<file path="src/rtl/mrc_pkg.sv">
// ============================================================================
// mrc_pkg: shared FSM states, default widths and saturating-add helper
// Revision: 1.0
// ============================================================================
`default_nettype none

package mrc_pkg;

  typedef enum logic [1:0] {
    IDLE = 2'd0,
    MUL  = 2'd1,
    CMP  = 2'd2
  } state_t;

  localparam int DEF_WIDTH = 8;
  localparam int DEF_CNT_W = 16;
  localparam int DEF_ACC_W = 32;

  // Unsigned x + y clamped to 2^w-1; callers zero-extend into 64 bits (w <= 64).
  function automatic logic [63:0] sat_add(input logic [63:0] x,
                                          input logic [63:0] y,
                                          input int          w);
    logic [64:0] sum;
    logic [63:0] lim;
    sum = {1'b0, x} + {1'b0, y};
    lim = (w >= 64) ? '1 : ((64'd1 << w) - 64'd1);
    if (sum > {1'b0, lim}) return lim;
    return sum[63:0];
  endfunction

endpackage

`default_nettype wire

</file>
<file path="src/rtl/mrc_shift_add.sv">
// ============================================================================
// mrc_shift_add: iterative shift-add unsigned multiplier, WIDTH cycles/product
// Revision: 1.0
// ============================================================================
`default_nettype none

module mrc_shift_add
  import mrc_pkg::*;
#(
  parameter int WIDTH = DEF_WIDTH
) (
  input  logic                 clk,
  input  logic                 rst,
  input  logic                 clear,
  input  logic                 start,
  input  logic [WIDTH-1:0]     a,
  input  logic [WIDTH-1:0]     b,
  output logic                 done,
  output logic [2*WIDTH-1:0]   product
);

  localparam int            IW   = (WIDTH > 1) ? $clog2(WIDTH) : 1;
  localparam logic [IW-1:0] LAST = IW'(WIDTH - 1);

  logic                 busy;
  logic [2*WIDTH-1:0]   mcand;
  logic [WIDTH-1:0]     mplier;
  logic [IW-1:0]        iter;

  // High during the final iteration; product is exact on the following cycle.
  assign done = busy && (iter == LAST);

  always_ff @(posedge clk or posedge rst) begin
    if (rst) begin
      busy    <= 1'b0;
      mcand   <= '0;
      mplier  <= '0;
      iter    <= '0;
      product <= '0;
    end else if (clear) begin
      busy    <= 1'b0;
      iter    <= '0;
    end else if (start) begin
      busy    <= 1'b1;
      mcand   <= {{WIDTH{1'b0}}, a};
      mplier  <= b;
      iter    <= '0;
      product <= '0;
    end else if (busy) begin
      if (mplier[0]) product <= product + mcand;
      mcand  <= mcand << 1;
      mplier <= mplier >> 1;
      iter   <= iter + 1'b1;
      if (done) busy <= 1'b0;
    end
  end

endmodule

`default_nettype wire

</file>
<file path="config.mk">
export PLATFORM = sky130hd
export DESIGN_NAME = mrc_shift_add
export DESIGN_NICKNAME = d
export VERILOG_FILES = /design/src/rtl/mrc_pkg.sv /design/src/rtl/mrc_shift_add.sv
export SDC_FILE = /design/constraint.sdc
export NUM_CORES = 1
export LEC_CHECK = 0
export CAP_MARGIN = 20
export CORE_MARGIN = 3
export CORE_UTILIZATION = 45
export CTS_CLUSTER_DIAMETER = 200
export CTS_CLUSTER_SIZE = 28
export DETAILED_ROUTE_END_ITERATION = 16
export GPL_ROUTABILITY_DRIVEN = 0
export PLACE_DENSITY = 0.76
export REMOVE_ABC_BUFFERS = 1
export SKIP_LAST_GASP = 1
export SLEW_MARGIN = 20
export SYNTH_ARGS = -nofsm -noshare
export SYNTH_HDL_FRONTEND = slang
export SYNTH_SLANG_ARGS = --single-unit
</file>
<file path="constraint.sdc">
create_clock -name clk -period 3.2 [get_ports clk]
set_input_delay 0.64 -clock clk [delete_from_list [all_inputs] [get_ports clk]]
set_output_delay 0.64 -clock clk [all_outputs]
set_load 0.02 [all_outputs]
</file>
==> results.sh <==
export IMPL_fillCellCount=464
export IMPL_cp_arrival_ps=1760
export IMPL_crit_fanout=2
export IMPL_reg2reg_from="product[0]"
export IMPL_cp_end_kind="output port"
export IMPL_layout_commonest_cell="nand2_1"
export IMPL_synth_edf_count=0
export IMPL_power_internal_uw=886
export IMPL_synth_cell_types=42
export IMPL_hold_path_class="flip-flop to flip-flop"
export IMPL_clock_sinks=44
export IMPL_outcome="finished clean"
export IMPL_cts_max_level=2
export IMPL_hold_violations=0
export IMPL_cp_required_ps=2560
export IMPL_cts_tree="done"
export IMPL_post_cts_buffers=0
export IMPL_setup_viol=0
export IMPL_yosysSeqAreaShare=0.439
export IMPL_skew_ps=10.7
export IMPL_fin_crit_ps=2400
export IMPL_p_seq_frac=0.521
export IMPL_area_growth_pct=20.4
export IMPL_whs_endpoint="mplier[6]"
export IMPL_rows=26
export IMPL_io_buffers=36
export IMPL_ff2ff_path_depth=9
export IMPL_cts_hold_buf=0
export IMPL_antenna_found_initial=0
export IMPL_switching_share=0.282
export IMPL_ys_ff_latch=44
export IMPL_rsz0062_at_grt="false"
export IMPL_ir_drop_v=0.000242
export IMPL_worstMarginPinSlew_ps=972
export IMPL_hold_depth=2
export IMPL_critPathLaunchType="flip-flop"
export IMPL_clock_fmax_ghz=0.417
export IMPL_min_from="mplier[6]"
export IMPL_clk_pin_slew_ps=80
export IMPL_via_per_inst=5.37
export IMPL_synth_async_sr_flop_share=1.00
export IMPL_r2r_end="product[14]"
export IMPL_drt_pass1_iter_count=4
export IMPL_combinationalPowerShare=0.190
export IMPL_layout_common_cells="54 x nand2_1, 44 x dfrtp_1, 38 x o21ai_0"
export IMPL_grt_pass1_wl_um=8700
export IMPL_drv_slew=0
export IMPL_grt_max_degree=45
export IMPL_synth_area_per_cell_um2=9.54
export IMPL_regArea_mm2=0.00110
export IMPL_multiInputGateArea_mm2=0.00134
export IMPL_drive_above_1_share=0.0606
export IMPL_synthFlopType="dfrtp_1"
export IMPL_dpl_hpwl_um=3710
export IMPL_clockRootBuffer="clkbuf_8"
export IMPL_die_area_mm2=0.00651
export IMPL_power_switching_uw=348
export IMPL_post_route_period_util=0.749
export IMPL_place_area_mm2=0.00293
export IMPL_core_area_mm2=0.00524
export IMPL_cts_repair_resized=0
export IMPL_worstSkewPairLatency_ps=290
export IMPL_slew_headroom=0.352
export IMPL_postLayoutCellArea_mm2=0.00302
export IMPL_holdWs_ps=491
export IMPL_first_global_vias=1861
export IMPL_p_leak_nw=1.36
export IMPL_synth_warnings=0
export IMPL_rrSetupSlack_ps=820
export IMPL_wire_per_inst_um=13.8
export IMPL_num_antenna_cells=0
export IMPL_antenna_left=0
export IMPL_tns_ps=0
export IMPL_postRouteWirelength_um=5080
export IMPL_finalPower_mw=1.23
export IMPL_clk_path_buf_depth=2
export IMPL_drcViolationCount=0
export IMPL_pwr_density_cell_mw_per_mm2=408
export IMPL_numCtsBuffers=5
export IMPL_max_cap_viol_count=0
export IMPL_vias=1969
export IMPL_crit_type="flip-flop to output port"
export IMPL_netlist_area_mm2=0.00251
export IMPL_dieWidth_um=80.7
export IMPL_p_clk_frac=0.290
export IMPL_synth_cells=263
export IMPL_initialDrtViolationCount=107
export IMPL_grt_usage=0.174
export IMPL_initial_utilization=0.479
export IMPL_fin_nets=334
export IMPL_gr_total_overflow=0
export IMPL_ios=37
export IMPL_die_y_um=80.7
registers in the layout, indices dropped and copies added (netlist names):
| signal | count |
|---|---|
| busy | 1 |
| iter | 3 |
| mcand | 16 |
| mplier | 8 |
| product | 16 |
final cells by class:
class / instances / area share
Tap cell: 70 / 0.0290
Timing Repair Buffer: 39 / 0.127
Clock buffer: 8 / 0.0298
Multi-Input combinational cell: 200 / 0.443
Inverter: 6 / 0.00745
Sequential cell: 44 / 0.364
cell usage after synthesis, drive strengths merged, types with 2 or more instances:
master / n / share of area
nand4: 2 / 0.0050
o21a: 2 / 0.0060
a21o: 4 / 0.012
ha: 17 / 0.085
buf: 3 / 0.0055
xor2: 8 / 0.028
nor2: 4 / 0.0060
mux2i: 16 / 0.064
o211ai: 2 / 0.0060
xnor2: 7 / 0.024
inv: 5 / 0.0075
o21ai: 39 / 0.078
nand2: 54 / 0.081
clkbuf: 10 / 0.015
o21bai: 2 / 0.0075
a31oi: 2 / 0.011
a31o: 2 / 0.0070
dfrtp: 44 / 0.44
nor3: 4 / 0.0080
a22o: 3 / 0.010
a21oi: 14 / 0.028
nand3: 3 / 0.0060
critical path: stages (launching register included):
cell	delay, ps
dfrtp_1	400
ha_1	210
ha_1	190
and2_1	150
clkdlybuf4s50_1	530
worst max-delay path by stage:
| stage | cells past startpoint | from | to |
|---|---|---|---|
| floorplan | 2 | start | mcand[10] |
| global placement | 7 | start | product[15] |
| detailed placement | 7 | start | product[15] |
| CTS | 4 | iter[0] | done |
| global route | 9 | product[0] | product[14] |
| finish | 4 | iter[0] | done |
metal layers:
metal / vias to the layer above / routed length, µm / GRT usage
met4: 0 / 27 / 0.0557
met1: 924 / 2390 / 0.225
met5: - / 0 / 0
met2: 49 / 2390 / 0.288
met3: 4 / 275 / 0.0404
li1: 992 / - / -
kinds of logic after synthesis:
group,share of synthesized area
and+or+nand+nor,0.122
xor gates and xnor gates,0.0524
buffers and inverters,0.0294
adders and majority gates,0.0928
muxes,0.0638
DFF,0.439
AOI/OAI and AO/OA,0.201
power groups by stage:
| stage | Combinational, mW | Clock (mW) | Sequential (mW) |
|---|---|---|---|
| after floorplan | 0.150 | 0 | 0.649 |
| after global placement | 0.229 | 0 | 0.653 |
| after detailed placement | 0.236 | 0 | 0.653 |
| after CTS | 0.237 | 0.373 | 0.642 |
| after global routing | 0.264 | 0.396 | 0.649 |
| final | 0.234 | 0.358 | 0.642 |
stage by stage:
stage	utilization	cells	worst slack (ps)
CTS	0.577	367	772
global placement	0.560	359	646
detailed placement	0.560	359	581
global route	0.577	367	572
finish	0.577	367	802
floorplan	-	250	697
No activity file was read; power rests on OpenSTA's default activity.
